$ cat src/rtl/lighting_ctrl_seq.sv
// ---------------------------------------------------------------------------
// lighting_ctrl_seq
//
// Clocked lighting/shade controller. A one-hot time code, a room length and a
// user light level are registered, decoded into a target lamp count and a
// target shade position, and the outputs ramp toward those targets by one
// unit every STEP_CYCLES clocks so that neither lamps nor shade jump.
//
// Ports
//   clk         in   1           rising-edge clock
//   rst_n       in   1           synchronous reset, active-low
//   tcode       in   4           0001 morning, 0010 noon, 0100 evening,
//                                1000 night, 0000 off; anything else invalid
//   ulight      in   LVL_W       user-requested shade level
//   lenght      in   LEN_W       room length (required lamp count)
//   wshade      out  LVL_W       current shade position (0 open, all-ones closed)
//   lightnum    out  CNT_W       number of lamps currently on
//   lightstate  out  MAX_LIGHTS  thermometer lamp enables, bit i = (i < lightnum)
//   busy        out  1           lightnum or wshade differs from its target
//   err         out  1           invalid tcode was registered on the previous edge
// ---------------------------------------------------------------------------
module lighting_ctrl_seq #(
  parameter int MAX_LIGHTS  = 16,
  parameter int LEN_W       = 4,
  parameter int LVL_W       = 4,
  parameter int STEP_CYCLES = 4,
  localparam int CNT_W      = $clog2(MAX_LIGHTS + 1)
) (
  input  logic                  clk,
  input  logic                  rst_n,
  input  logic [3:0]            tcode,
  input  logic [LVL_W-1:0]      ulight,
  input  logic [LEN_W-1:0]      lenght,
  output logic [LVL_W-1:0]      wshade,
  output logic [CNT_W-1:0]      lightnum,
  output logic [MAX_LIGHTS-1:0] lightstate,
  output logic                  busy,
  output logic                  err
);

  // Prescaler needs at least one bit even when every busy clock is a step.
  localparam int PW = (STEP_CYCLES > 1) ? $clog2(STEP_CYCLES) : 1;
  localparam logic [PW-1:0] PRESC_MAX = PW'(STEP_CYCLES - 1);

  // Wide enough to hold both the raw length and MAX_LIGHTS plus a carry.
  localparam int WW = ((LEN_W > CNT_W) ? LEN_W : CNT_W) + 1;
  localparam logic [WW-1:0] MAX_W = WW'(MAX_LIGHTS);

  localparam logic [LVL_W-1:0] SHADE_CLOSED = {LVL_W{1'b1}};

  typedef enum logic [2:0] {
    MODE_OFF     = 3'd0,
    MODE_MORNING = 3'd1,
    MODE_NOON    = 3'd2,
    MODE_EVENING = 3'd3,
    MODE_NIGHT   = 3'd4
  } mode_t;

  // Thermometer code: the lowest n bits set.
  function automatic logic [MAX_LIGHTS-1:0] therm(input logic [CNT_W-1:0] n);
    logic [MAX_LIGHTS-1:0] t;
    t = '0;
    for (int i = 0; i < MAX_LIGHTS; i++) begin
      t[i] = (i < int'(n));
    end
    return t;
  endfunction

  // Registered state
  logic [3:0]            tcode_q,      tcode_d;
  logic [LVL_W-1:0]      ulight_q,     ulight_d;
  logic [LEN_W-1:0]      lenght_q,     lenght_d;
  mode_t                 mode_q,       mode_d;
  logic                  err_q,        err_d;
  logic [PW-1:0]         presc_q,      presc_d;
  logic [CNT_W-1:0]      lightnum_q,   lightnum_d;
  logic [LVL_W-1:0]      wshade_q,     wshade_d;
  logic [MAX_LIGHTS-1:0] lightstate_q, lightstate_d;

  // Combinational decode
  logic                  tcode_valid_s;
  mode_t                 mode_eff_s;
  logic [WW-1:0]         len_w_s;
  logic [WW-1:0]         lclamp_w_s;
  logic [WW-1:0]         half_w_s;
  logic [CNT_W-1:0]      lights_tgt_s;
  logic [LVL_W-1:0]      shade_tgt_s;
  logic                  busy_s;
  logic                  step_tick_s;

  // Decode the registered time code. An invalid code keeps the previous mode,
  // so the targets do not move while the code is bad.
  always_comb begin
    tcode_valid_s = 1'b1;
    mode_eff_s    = mode_q;
    case (tcode_q)
      4'b0000: mode_eff_s = MODE_OFF;
      4'b0001: mode_eff_s = MODE_MORNING;
      4'b0010: mode_eff_s = MODE_NOON;
      4'b0100: mode_eff_s = MODE_EVENING;
      4'b1000: mode_eff_s = MODE_NIGHT;
      default: begin
        tcode_valid_s = 1'b0;
        mode_eff_s    = mode_q;
      end
    endcase
  end

  // Clamp the room length to the number of lamps actually wired.
  always_comb begin
    len_w_s = WW'(lenght_q);
    if (len_w_s > MAX_W) begin
      lclamp_w_s = MAX_W;
    end else begin
      lclamp_w_s = len_w_s;
    end
    // Evening uses half the lamps, rounded up.
    half_w_s = (lclamp_w_s + WW'(1)) >> 1;
  end

  // Per-mode targets for lamp count and shade position.
  always_comb begin
    lights_tgt_s = '0;
    shade_tgt_s  = '0;
    case (mode_eff_s)
      MODE_OFF: begin
        lights_tgt_s = '0;
        shade_tgt_s  = '0;
      end
      MODE_MORNING: begin
        lights_tgt_s = '0;
        shade_tgt_s  = ulight_q;
      end
      MODE_NOON: begin
        lights_tgt_s = '0;
        shade_tgt_s  = ulight_q >> 1;
      end
      MODE_EVENING: begin
        lights_tgt_s = CNT_W'(half_w_s);
        shade_tgt_s  = SHADE_CLOSED;
      end
      MODE_NIGHT: begin
        lights_tgt_s = CNT_W'(lclamp_w_s);
        shade_tgt_s  = SHADE_CLOSED;
      end
      default: begin
        lights_tgt_s = '0;
        shade_tgt_s  = '0;
      end
    endcase
  end

  // Ramp status and step tick. The tick is the prescaler wrap, and since the
  // prescaler only runs while busy, the first step lands STEP_CYCLES clocks
  // after busy rises.
  always_comb begin
    busy_s      = (lightnum_q != lights_tgt_s) | (wshade_q != shade_tgt_s);
    step_tick_s = busy_s & (presc_q == PRESC_MAX);
  end

  // Next-state logic for inputs, mode, error flag, prescaler and ramp outputs.
  always_comb begin
    tcode_d      = tcode;
    ulight_d     = ulight;
    lenght_d     = lenght;
    mode_d       = mode_eff_s;
    err_d        = ~tcode_valid_s;
    presc_d      = presc_q;
    lightnum_d   = lightnum_q;
    wshade_d     = wshade_q;

    // Prescaler is not cleared on retarget, only when the ramp is complete.
    if (!busy_s) begin
      presc_d = '0;
    end else if (presc_q == PRESC_MAX) begin
      presc_d = '0;
    end else begin
      presc_d = presc_q + PW'(1);
    end

    // Lamps and shade each move one unit toward their own target; equality
    // holds them, so they can never overshoot or wrap.
    if (step_tick_s) begin
      if (lightnum_q < lights_tgt_s) begin
        lightnum_d = lightnum_q + CNT_W'(1);
      end else if (lightnum_q > lights_tgt_s) begin
        lightnum_d = lightnum_q - CNT_W'(1);
      end else begin
        lightnum_d = lightnum_q;
      end

      if (wshade_q < shade_tgt_s) begin
        wshade_d = wshade_q + LVL_W'(1);
      end else if (wshade_q > shade_tgt_s) begin
        wshade_d = wshade_q - LVL_W'(1);
      end else begin
        wshade_d = wshade_q;
      end
    end else begin
      lightnum_d = lightnum_q;
      wshade_d   = wshade_q;
    end

    // Lamp enables are derived from the next count so they always match it.
    lightstate_d = therm(lightnum_d);
  end

  // State register with synchronous active-low reset.
  always_ff @(posedge clk) begin
    if (!rst_n) begin
      tcode_q      <= 4'b0000;
      ulight_q     <= '0;
      lenght_q     <= '0;
      mode_q       <= MODE_OFF;
      err_q        <= 1'b0;
      presc_q      <= '0;
      lightnum_q   <= '0;
      wshade_q     <= '0;
      lightstate_q <= '0;
    end else begin
      tcode_q      <= tcode_d;
      ulight_q     <= ulight_d;
      lenght_q     <= lenght_d;
      mode_q       <= mode_d;
      err_q        <= err_d;
      presc_q      <= presc_d;
      lightnum_q   <= lightnum_d;
      wshade_q     <= wshade_d;
      lightstate_q <= lightstate_d;
    end
  end

  assign wshade     = wshade_q;
  assign lightnum   = lightnum_q;
  assign lightstate = lightstate_q;
  assign busy       = busy_s;
  assign err        = err_q;

endmodule

$ cat config.mk
export PLATFORM = sky130hd
export DESIGN_NAME = lighting_ctrl_seq
export DESIGN_NICKNAME = d
export VERILOG_FILES = /design/src/rtl/lighting_ctrl_seq.sv
export SDC_FILE = /design/constraint.sdc
export NUM_CORES = 1
export LEC_CHECK = 0
export CAP_MARGIN = 20
export CORE_ASPECT_RATIO = 1.75
export CORE_MARGIN = 3
export CORE_UTILIZATION = 54
export CTS_BUF_LIST = sky130_fd_sc_hd__clkbuf_4
export DETAILED_ROUTE_END_ITERATION = 16
export PLACE_DENSITY = 0.79
export SYNTH_ARGS = -nofsm -noshare
export SYNTH_HDL_FRONTEND = slang
export SYNTH_SLANG_ARGS = --single-unit
$ cat constraint.sdc
create_clock -name clk -period 5.1 [get_ports clk]
set_clock_uncertainty 0.1 [all_clocks]
set_input_delay 1.02 -clock clk [delete_from_list [all_inputs] [get_ports clk]]
set_output_delay 1.02 -clock clk [all_outputs]
set_load 0.01 [all_outputs]
Word-level counts from Yosys, hierarchy flattened --
Index checks and enable logic that the tools add are counted.
Word-level totals: memories kept 0, memory bits (read-only) 0, bits in writable memories 0, latch bits 0, bits in registers 43
Operators by class: add/subtract/negate cells 6, order comparisons 20, multiply operators 0, equality and inequality tests 11, shifts and indexed selects 0, multiplexer cells 9, bitwise logic cells 5, reduce and logical (&&, ||, !) cells 6, div/mod/pow operators 0
Operators with widths (number):
- 4-bit by 5-bit < comparator with 1-bit output (first input constant) | 8
- 3-bit by 5-bit < comparator with 1-bit output (first input constant) | 4
- 5-bit two-way mux | 3
- 3-bit one-hot mux with 5 select lines | 1
- 4-bit one-hot mux with 3 select lines | 1
- 1-bit by 5-bit < comparator with 1-bit output (first input constant) | 2
- 2-bit by 5-bit < comparator with 1-bit output (first input constant) | 2
- 4-bit two-way mux | 2
- 4-bit one-hot mux with 2 select lines | 1
- 3-bit by 2-bit == test with 1-bit output (second input constant) | 2
- 4-bit by 1-bit adder with 5-bit output (second input constant) | 1
- 5-bit by 1-bit adder with 5-bit output (second input constant) | 1
- 5-bit > comparator | 1
- 5-bit < comparator | 1
- 5-bit inequality test | 1
- 5-bit OR reduction | 1
- 5-bit by 1-bit subtractor with 5-bit output (second input constant) | 1
- 4-bit by 1-bit adder with 4-bit output (second input constant) | 1
- 4-bit by 1-bit == test with 1-bit output (second input constant) | 1
- 4-bit by 2-bit == test with 1-bit output (second input constant) | 1
- 4-bit by 3-bit == test with 1-bit output (second input constant) | 1
- 4-bit == test (second input constant) | 1
- 4-bit > comparator | 1
- 4-bit logical NOT | 1
- other kinds (15) | 17

Depth between registers and ports, before layout --
Gate-level depths: netlist of the first run.
depth in word-level cells 10, gate-level depth with buffers 18, mapped depth without buffers 18

Worst setup path after synthesis of the first run --
Ideal clock, no wire load.
path type reg2out, from reg tcode_q[0], to out busy, path slack 1.302 ns, arrival time 2.678 ns, cell stages (with the launch flop) 14, path through dfxtp_1 maj3_1 nand2_1 nand2_1 nor3_1 and2_1 and3_1 o21ai_0 ha_1 nand3_1 or2_1 buf_2 nor2_1 inv_1
On the way: cells in the longest elaborated chain, start to end 7
RTL lines:
- start: declaration | line 70 | logic [3:0] tcode_q, tcode_d;
- start signal: assignment | line 221 | tcode_q <= tcode_d;
- 4-bit == test, or another cell as far along | line 96 | case (tcode_q)
- 3-bit one-hot mux with 5 select lines * | line 96
- 3-bit == test or 3-bit by 2-bit == test with 1-bit output (tied branches) | line 125 | case (mode_eff_s)
- 2-bit OR reduction (no source line)
- 4-bit one-hot mux with 3 select lines | line 125
- 4-bit inequality test | line 157 | busy_s = (lightnum_q != lights_tgt_s) | (wshade_q != shade_tgt_s);
- 1-bit OR * | line 157
- end: declaration | line 37 | output logic busy,
Mark *: on every way between the ends. The rest lies on a longest branch, timed or not.

Final worst setup path of the first run --
Ends and elaborated chain as after synthesis.

==> results of run 1 <==
[final cells by class]
class	count	area, um2
multi-input combinational	173	1270
timing repair buffer	41	408
inverter	11	41.3
clock buffer	5	37.5
fill	337	1210
sequential	42	841
tap	48	60.1
clock inverter	3	43.8
[logic make-up (layout without fill, tap and decap cells)]
kind of cell | Yosys count | in the layout | share of synthesized area [%]
buffers and inverters | 20 | 60 | 4.38
AND/OR/NAND/NOR | 81 | 81 | 19.8
flip-flops | 42 | 42 | 38.2
multiplexers | 8 | 8 | 4.15
adder cells (fa/ha/maj) | 16 | 16 | 9.32
AO/OA/AOI/OAI | 58 | 58 | 19.5
XOR/XNOR | 10 | 10 | 4.66
[sequential cells by signal, indices dropped and copies added (netlist names)]
name	flops
err	1
lenght_q	4
lightnum	5
lightstate	15
mode_q	3
presc_q	2
tcode_q	4
ulight_q	4
wshade	4
[per-stage QoR]
stage	cells	area (um2)	total power [mW]
2_1_floorplan	235	2200	0.482
3_3_place_gp	315	2610	0.532
3_5_place_dp	315	2610	0.537
4_1_cts	323	2700	0.752
5_1_grt	323	2700	0.793
6_report	323	2700	0.743
[repair_timing]
action / CTS / global route
hold buffers: 0 / 0
setup endpoints to repair: 0 / 1
gates resized for setup: 0 / 1
[layout by cell type, fill, tap and decap left out, drive strengths merged, types with 2 or more instances in the layout]
| cell type | Yosys | final |
|---|---|---|
| inv | 11 | 12 |
| nand2b | 3 | 3 |
| and2 | 16 | 16 |
| clkdlybuf4s50 | 0 | 40 |
| ha | 14 | 14 |
| or3 | 2 | 2 |
| mux2 | 3 | 3 |
| a32oi | 2 | 2 |
| nand2 | 11 | 11 |
| o21ai | 18 | 18 |
| xnor2 | 6 | 6 |
| a21oi | 16 | 16 |
| nand3 | 7 | 7 |
| nor2 | 22 | 22 |
| nor4b | 2 | 2 |
| clkbuf | 4 | 5 |
| a21o | 2 | 2 |
| nor3 | 8 | 8 |
| xor2 | 4 | 4 |
| a31oi | 3 | 3 |
| dfxtp | 42 | 42 |
| a211oi | 5 | 5 |
| mux2i | 5 | 5 |
| or2 | 3 | 3 |
| nor2b | 3 | 3 |
[power by group]
group | internal [mW] | switching [mW]
clock | 0.104 | 0.108
sequential | 0.345 | 0.0116
combinational | 0.0799 | 0.0939
[worst reg2reg max path: cells and delay by family, from the launching register on]
kind	cells	cell delay [ns]
flops	1	0.38
xor+xnor	1	0.22
mux	1	0.39
simple gates	6	1.04
compound gates	5	1.25
fa+ha+maj	2	0.73
[layer usage]
layer | up-vias | track usage, %
li1 | 903 | -
met1 | 845 | 20.3
met2 | 48 | 38.9
met3 | 16 | 4.30
met4 | 0 | 11.4
met5 | - | 0
[worst max path at each step]
| stage | depth (start not counted) | end | start |
|---|---|---|---|
| floorplan | 13 | busy | tcode_q[0] |
| finish | 13 | busy | tcode_q[0] |
| CTS | 13 | busy | tcode_q[0] |
| global placement | 13 | busy | tcode_q[0] |
| detailed placement | 13 | busy | tcode_q[0] |
| global route | 13 | busy | tcode_q[0] |
==> summary.md, run 1 <==
| Metric | Value |
|---|---|
| Vias in the first global route | 1878 |
| Area Growth Syn to Fin | 22.6% |
| Worst path arrival time | 3.65 ns |
| WP data required | 3.98 ns |
| Max-cap viol count | 0 |
| Hold Crit Start | presc_q[0] |
| Clock sink total | 42 |
| Post-synth EDFFs | 0 |
| Area leader, netlist | dfxtp_1 |
| Worst flop-to-flop path startpoint | tcode_q[0] |
| Initial Util | 56.4% |
| CTS tree | yes |
| Syn nets | between 200 and 300 |
| First-pass GRT wire length | 7940 um |
| Most used cell, CP | nand2_1 |
| Peak VDD IR | between 0.2 and 0.25 mV |
| Hpwl dp | 3490 um |
| Slew headroom | 58.3% |
| H-Tree Depth | 2 |
| Detail Route Antenna Nets | 0 |
| Achievable Freq | between 200 and 250 MHz |
| Final Max Tran Viols | 0 |
| I/O Buffers | 40 |
| Routed met2 length | 2510 um |
| Root Driver | clkbuf_4 |
| Hold Path Stages | 1 |
| DR top layer | met4 |
| Via/cell ratio | 5.61 |
| Clk buf depth | 2 |
| Fin Setup TNS | 0 ns |
| Worst reg-to-reg setup slack | 0.85 ns |
| Cts bufs inserted | 5 |
| Final WL | 4320 um |
| Largest net degree at the start of global routing | 17 |
| Die W | between 50 and 60 um |
| Share of layout cells above drive strength 1 | 11.6% |
| FF-to-FF End | lightstate[6] |
| Row count | 30 |
| WL/cell | 13.4 um |
| Status | complete, no violations |
| WHS | 0.345 ns |
| Syn Area/Cell | 9.37 um2 |
| Met1 WL | 1460 um |
| Final period util | 93.6% |
| Kind of cell adding the most delay to the critical path | simple AND/OR/NAND/NOR gates |
| Startpoint Class | flip-flop |
| Via count | between 1500 and 2000 |
| Initial antenna violation count | 0 |
| Post-synthesis sequential area ratio | between 30% and 40% |
| Clock latency at the later pin of the worst-skew pair | about 0.35 ns |
| Post-route DRC violation count | 0 |
| GRT Residual Overflow | 0 |
| Util after Layout | between 60 and 70% |
| Cell with the most instances after synthesis | dfxtp_1 |
| Netlist cell types | 56 |
| Inserted Diodes | 0 |
| Slew @ Worst Pin | 0.626 ns |
| CP max FO | 6 |
| Post-CTS Setup Bufs | 0 |
| Met3 WL post-DR | 156 um |
| Hold WC Path Type | reg2reg |
| Top cell type's share of synthesized area | 38.2% |
| Top cells by area, synth | dfxtp_1, ha_1, and2_1, nor2_1, a21oi_1 |
| Initial DRC count | 20 |
| Slowest stage delay, CP | 0.48 ns |
| CP Capture Type | output pin |
| Worst-path clk slew | 0.13 ns |
| Count of final setup violators | 0 |
| Slowest CP cell | clkdlybuf4s50_1 |
| Buf/Inv on CP | 2 |
| Worst slack, placed | slightly below 0.7 ns |
| First drt pass iteration count | 4 |
| Die area | 0.00491 mm2 |
| P_leak | 1.09 nW |
| Chain of cells forming the critical path | maj3_1, nand2_1, nand2_1, nor3_1, and2_1, and3_1, o21ai_0, ha_1, nand3_1, or2_1, nor2_2, inv_1, clkdlybuf4s50_1 |
| Nets | 303 |
| Final Hold Vio Count | 0 |
| Height of the die | 90.5 um |
| Top cells by count, synth | dfxtp_1, nor2_1, and2_1 |
| CP Class | reg2out |
| Hold EP | presc_q[0] |
| Core area | 0.00390 mm2 |
| R2R cell count | 15 |
| Post-synth ARST share | 0% |
| RD Place Congestion | 0.893 |
| Warnings from Yosys | 0 |
| Post-Synthesis Cells | 235 |
| Synthesized cell area | 0.00220 mm2 |
| Final Critical Period | roughly 4.8 ns |
| FF+latch count, synth | 42 |
| Setup ws final | about 0.33 ns |
| Power Density | between 200 and 300 mW/mm2 |
| RSZ-0062 raised after global routing | no |
| IO Count | 41 |
| Ys flop type | dfxtp_1 |
| Global Route Usage Sum | 21.3% |
Note: power is estimated with default switching activity, not from simulation.
==> inputs of run 2 (changes only) <==
Settings changed: SLEW_MARGIN set to 0.
==> results of run 2 <==
The final DEF is identical to that of run 1; final timing and power are the same.
==> inputs of run 3 (changes only) <==
Settings changed: CORE_UTILIZATION 54 to 65, DONT_BUFFER_PORTS set to 1, PLACE_DENSITY 0.79 to 0.81.
==> run 3 against run 2 <==
Critical path depth is 2 lower. Worst hold slack lost 0.0045 ns. Utilization increased by 1.4 points. Setup slack better by 0.17 ns. Combinational power fell by 17%. Sequential power up 1%. Highest routed layer unchanged.
==> summary.md, run 3 (synthesis gave the netlist of run 1 again) <==
| Metric | Value |
|---|---|
| Die W | 50.0 um (-7.9%) |
| CP max FO | 8 (+2) |
| Count of final setup violators | 0 (unchanged) |
| Area Growth Syn to Fin | 2.79% |
| Final Max Tran Viols | 0 (unchanged) |
| Vias in the first global route | 1695 (-9.7%) |
| Worst path arrival time | 3.48 ns (-0.17 ns) |
| Achievable Freq | 217 MHz (+3.7%) |
| Commonest non-fill, non-tap cell in the layout | dfxtp_1 |
| Peak VDD IR | 0.262 mV (+25%) |
| Max reg flops | 15 (unchanged) |
| Initial DRC count | 40 (+100%) |
| Clk buf depth | 2 (unchanged) |
| WP data required | 3.98 ns (about the same) |
| Height of the die | 83.0 um (-8.3%) |
| Largest net degree at the start of global routing | 17 (unchanged) |
| Hold EP | presc_q[0] |
| Highest-count cells in the layout ignoring fill and taps | dfxtp_1, nor2_1, and2_1, ha_1 |
| CTS tree | yes |
| Inserted Diodes | 0 (unchanged) |
| Core area | 0.00321 mm2 (-18%) |
| Startpoint Class | flip-flop |
| I/O Buffers | 0 (-100%) |
| Detail Route Antenna Nets | 0 (unchanged) |
| FF-to-FF End | lightstate[6] |
| Final period util | 90.2% (-3.4 points) |
| Post-CTS Setup Bufs | 0 (unchanged) |
| H-Tree Depth | 2 (unchanged) |
| CTS resizes | 0 (unchanged) |
| Initial antenna violation count | 0 (unchanged) |
| Max-cap viol count | 0 (unchanged) |
| Initial Util | 68.6% (+12 points) |
| Power Density | 297 mW/mm2 (+8.0%) |
| Finished Cell Area | 0.00226 mm2 (-16%) |
| DP Area | 0.00220 mm2 (-16%) |
| Global Route Usage Sum | 22.7% (+1.4 points) |
| Final WL | 4350 um (+0.83%) |
| CP Capture Type | output pin |
| Fin Setup TNS | 0 ns (unchanged) |
| RSZ-0062 raised after global routing | no |
| Hold Path Stages | 1 (unchanged) |
| Via/cell ratio | 6.23 (+11%) |
| Nets | 262 (-14%) |
| CP Class | reg2out |
| Hold Crit Start | presc_q[0] |
| R2R cell count | 14 (-1) |
| P_leak | 0.928 nW (-15%) |
| Worst-path clk slew | 0.14 ns (about the same) |
| Die area | 0.00415 mm2 (-15%) |
| Root Driver | clkbuf_4 |
| Final Hold Vio Count | 0 (unchanged) |
| IO Count | 41 (unchanged) |
| Hpwl dp | 3470 um (-0.44%) |
| Row count | 27 (-10%) |
| Share of layout cells above drive strength 1 | 12.8% (+1.2 points) |
| Status | complete, no violations |
| Via count | 1726 (-4.7%) |
| Slew headroom | 53.1% (-5.2 points) |
| Cts bufs inserted | 5 (unchanged) |
| Post-route DRC violation count | 0 (unchanged) |
| Worst flop-to-flop path startpoint | tcode_q[2] |
| Post-CTS Hold Fix Bufs | 0 (unchanged) |
| FILL cells | 237 (-30%) |
| GRT Residual Overflow | 0 (unchanged) |
| Final Critical Period | 4.60 ns (-0.172 ns) |
| First drt pass iteration count | 6 (+2) |
| WHS | 0.340 ns (-0.00448 ns) |
| Hold WC Path Type | reg2reg |
| First-pass GRT wire length | 7310 um (-7.9%) |
| Worst reg-to-reg setup slack | 0.77 ns (-0.08 ns) |
| Clock sink total | 42 (unchanged) |
| WL/cell | 15.7 um (+18%) |
| Slew @ Worst Pin | 0.699 ns (+0.0730 ns) |
| RD Place Congestion | 0.890 (-0.32%) |
| Clock latency at the later pin of the worst-skew pair | 0.36 ns (about the same) |
run 3: per-stage QoR:
| step | power (mW) | setup WS, ns | utilization, % | std cells |
|---|---|---|---|---|
| 2_1_floorplan | 0.482 | 1.30 | - | 235 |
| 3_3_place_gp | 0.501 | 1.01 | 68.5 | 269 |
| 3_5_place_dp | 0.511 | 0.803 | 68.5 | 269 |
| 4_1_cts | 0.680 | 0.504 | 70.5 | 277 |
| 5_1_grt | 0.713 | 0.154 | 70.5 | 277 |
| 6_report | 0.673 | 0.497 | 70.5 | 277 |
run 3: worst max path at each step:
stage                from             to  slack [ns]  depth (start not counted)
2_1_floorplan  tcode_q[0]           busy        1.30                         13
3_3_place_gp   tcode_q[2]  lightstate[6]        1.01                         14
3_5_place_dp   tcode_q[2]  lightstate[6]        0.80                         14
4_1_cts        tcode_q[2]           busy        0.50                         11
5_1_grt        tcode_q[2]           busy        0.15                         11
6_report       tcode_q[2]           busy        0.50                         11
run 3: power breakdown:
group	internal, mW	switching, mW
combinational	0.0563	0.0873
sequential	0.345	0.0156
clock	0.0562	0.112
run 3: cell type report:
cell class	instances	area (um2)	share of cell area (%)
multi-input combinational	173	1260	55.9
sequential	42	841	37.2
tap	43	53.8	2.38
inverter	11	41.3	1.83
clock buffer	5	37.5	1.66
clock inverter	3	25.0	1.11
run 3: critical path, cell delays in order (launching register included):
cell and delay, ns:
dfxtp_1 0.38, nor3_1 0.26, o21ai_0 0.10, nand2_1 0.15, inv_1 0.07, nor3_1 0.59
o21ai_0 0.23, ha_1 0.42, nand3_1 0.17, or2_1 0.35, nor2_1 0.27, inv_1 0.13
run 3: metal layers:
metal	wire length (um)	up-vias	GRT usage, %
li1	-	824	-
met1	1520	814	21.3
met2	2380	62	40.2
met3	175	26	5.03
met4	269	0	17.4
met5	0	-	0
==> RTL edit, RTL diff (settings of run 2) <==
`LVL_W`: 4 -> 6.
--- a/src/rtl/lighting_ctrl_seq.sv
+++ b/src/rtl/lighting_ctrl_seq.sv
@@ -24,3 +24,3 @@
   parameter int LEN_W       = 4,
-  parameter int LVL_W       = 4,
+  parameter int LVL_W       = 6,
   parameter int STEP_CYCLES = 4,
Interface: changed (resized ulight and wshade); port bits go from 41 to 45. No check against the original RTL was run, so the function may have changed too.
==> RTL edit against run 2 <==
Count of clock-buffer cells in the layout rose by 1; setup slack improved by 51 ps; via count rose by 11%; first-iteration DRC count up 90%; routed wire length rose by 19%; area after synthesis rose by 10%; critical path type unchanged; highest routed layer unchanged; design area is 9.6% higher; synthesized cell count increased by 12%; die area increased by 9.3%; sequential cell count rose by 4.
Power is not compared: it rests on default switching activity, and its combinational part moved more than twofold at a synthesized area within 25%.
==> RTL edit: results (changes against run 2) <==
Outcome
  • Outcome: complete, no violations

Worst setup path
  • Worst R2R Setup Slack: 1100 ps (+250 ps)
  • Crit path launch: tcode_q[2]$_SDFF_PN0_
  • CP Max Fanout: 9 (+3)
  • R2R depth: 17 (+2)
  • Worst path arrival time: 3600 ps (-50 ps)
  • RR Startpoint: tcode_q[3]$_SDFF_PN0_
  • Worst setup path end: busy
  • R2r endpoint: wshade[5]$_SDFFE_PN0P_

Place
  • Port Buf Inserts: 44 (+10%)
  • HPWL after detailed placement: 3850 um (+10%)
  • Place WS: 732 ps (+56.4 ps)
  • Routability congestion estimate: 0.779 (-13%)
  • Area after DPL: 2890 um2 (+11%)
  • Dpl cells: 349 (+11%)

Yosys
  • Ys flop type: dfxtp_1
  • Syn. warnings: 0 (unchanged)
  • Sequential area share after synthesis: 0.380 (-0.00246)
  • Mapped Nets: 299 (+13%)
  • Netlist cell types: 54 (-3.6%)
  • Synth top area cells: dfxtp_1 (38%), ha_1 (9.3%), a21oi_1 (4.5%), and2_1 (4.1%), o21ai_0 (3.5%)
  • FFs w/ async S/R, synth: 0 (unchanged)
  • Syn Inst Count: 264 (+12%)
  • Commonest cells post-synth: dfxtp_1 (46), a21oi_1 (22), ha_1 (18)

Cells and area
  • Fin cells: 357 (+11%)
  • Largest register FFs: 15 (unchanged)
  • Inserted Diodes: 0 (unchanged)
  • Layout cells sized above 1: 0.110 (-0.00597)
  • Nets: 342 (+13%)

Clocking
  • Root Driver: clkbuf_4
  • Htree depth: 2 (unchanged)
  • Num CTS Buffers: 5 (unchanged)
  • Post-CTS Setup Repair Bufs: 0 (unchanged)
  • Clock-pin transition on the worst setup and hold timing paths: 140 ps
  • Clock Latency Late Sink: 350 ps (about the same)
  • Clock buffer depth: 2 (unchanged)

Global routing
  • Largest net degree at the start of global routing: 27 (+10)
  • Vias in the first global route: 1897 (+1.0%)
  • Antenna violations before repair: 0 (unchanged)
  • First-pass GRT wire length: 8670 um (+9.2%)
  • Total GRT Usage: 0.206 (-0.00636)

Routing
  • Drt initial violations: 38 (+90%)
  • First drt pass iteration count: 4 (unchanged)
  • Final Routed Wirelength: 5130 um (+19%)
  • DR vias: 2003 (+11%)

Pwr
  • Max VDD drop: 0.240 mV
  • LEAKAGE: between 0.001 and 0.0015 uW

Min path
  • Hold path cells: 1 (unchanged)
  • HP Class: reg -> reg
  • Hold Path Origin: presc_q[0]$_SDFF_PP0_

STA
  • Hold_ws: 359 ps (+14.5 ps)
  • FMAX: 0.212 GHz (+1.1%)
  • Slew margin rel.: 0.438 (-0.145)
[RTL edit: cell count changes after synthesis, sizes merged, moves of 4 or more]
cell          run 2  this run
dfxtp            42        46
a21oi            16        29
nor2             22        17
nand2            11        15
nand3             7        12
o21ai            18        22
mux2i             5         1
ha               14        18
[RTL edit: cells by family after synthesis]
family                   count (synthesis)  synth area share
AO/OA/AOI/OAI                           78             0.223
XOR/XNOR                                 8            0.0351
adder cells (fa/ha/maj)                 20             0.105
buffers and inverters                   26            0.0485
flip-flops                              46             0.380
multiplexers                             1           0.00413
AND/OR/NAND/NOR                         85             0.205
[RTL edit: worst max-delay path, cell delays in order (launching register included)]
cell and delay (ps):
dfxtp_1 390, a21oi_1 210, o21ai_0 130, a32oi_2 450, and3_1 320, and3_1 180
o21ai_0 80, ha_1 370, nand3_4 120, nor4_4 340, inv_1 150, clkdlybuf4s50_1 500
[RTL edit: layer usage]
layer  vias to the layer above  routed length [um]  track usage
li1                       1024                   -            -
met1                       930                1950        0.214
met2                        41                2800        0.390
met3                         8                 274       0.0534
met4                         0                  95       0.0733
met5                         -                   0            0
[RTL edit: cell type report]
| class | count | area [um2] |
|---|---|---|
| sequential | 46 | 921 |
| clock inverter | 2 | 13.8 |
| timing repair buffer | 48 | 470 |
| fill | 354 | 1270 |
| inverter | 14 | 52.6 |
| clock buffer | 6 | 45.0 |
| multi-input combinational | 192 | 1390 |
| tap | 49 | 61.3 |
[RTL edit: timing repair]
item / in CTS / in global routing
setup endpoints to repair: 0 / 1
resized for setup: 0 / 1
hold buffers: 0 / 0
[RTL edit: where the power goes]
part / internal, uW / total, uW / switching [uW] / leakage, uW
Clock: 59.7 / 174 / 115 / 0.0000356
Sequential: 393 / 419 / 26.0 / 0.000376
Combinational: 168 / 364 / 196 / 0.000819
Total: 620 / 957 / 337 / 0.00123
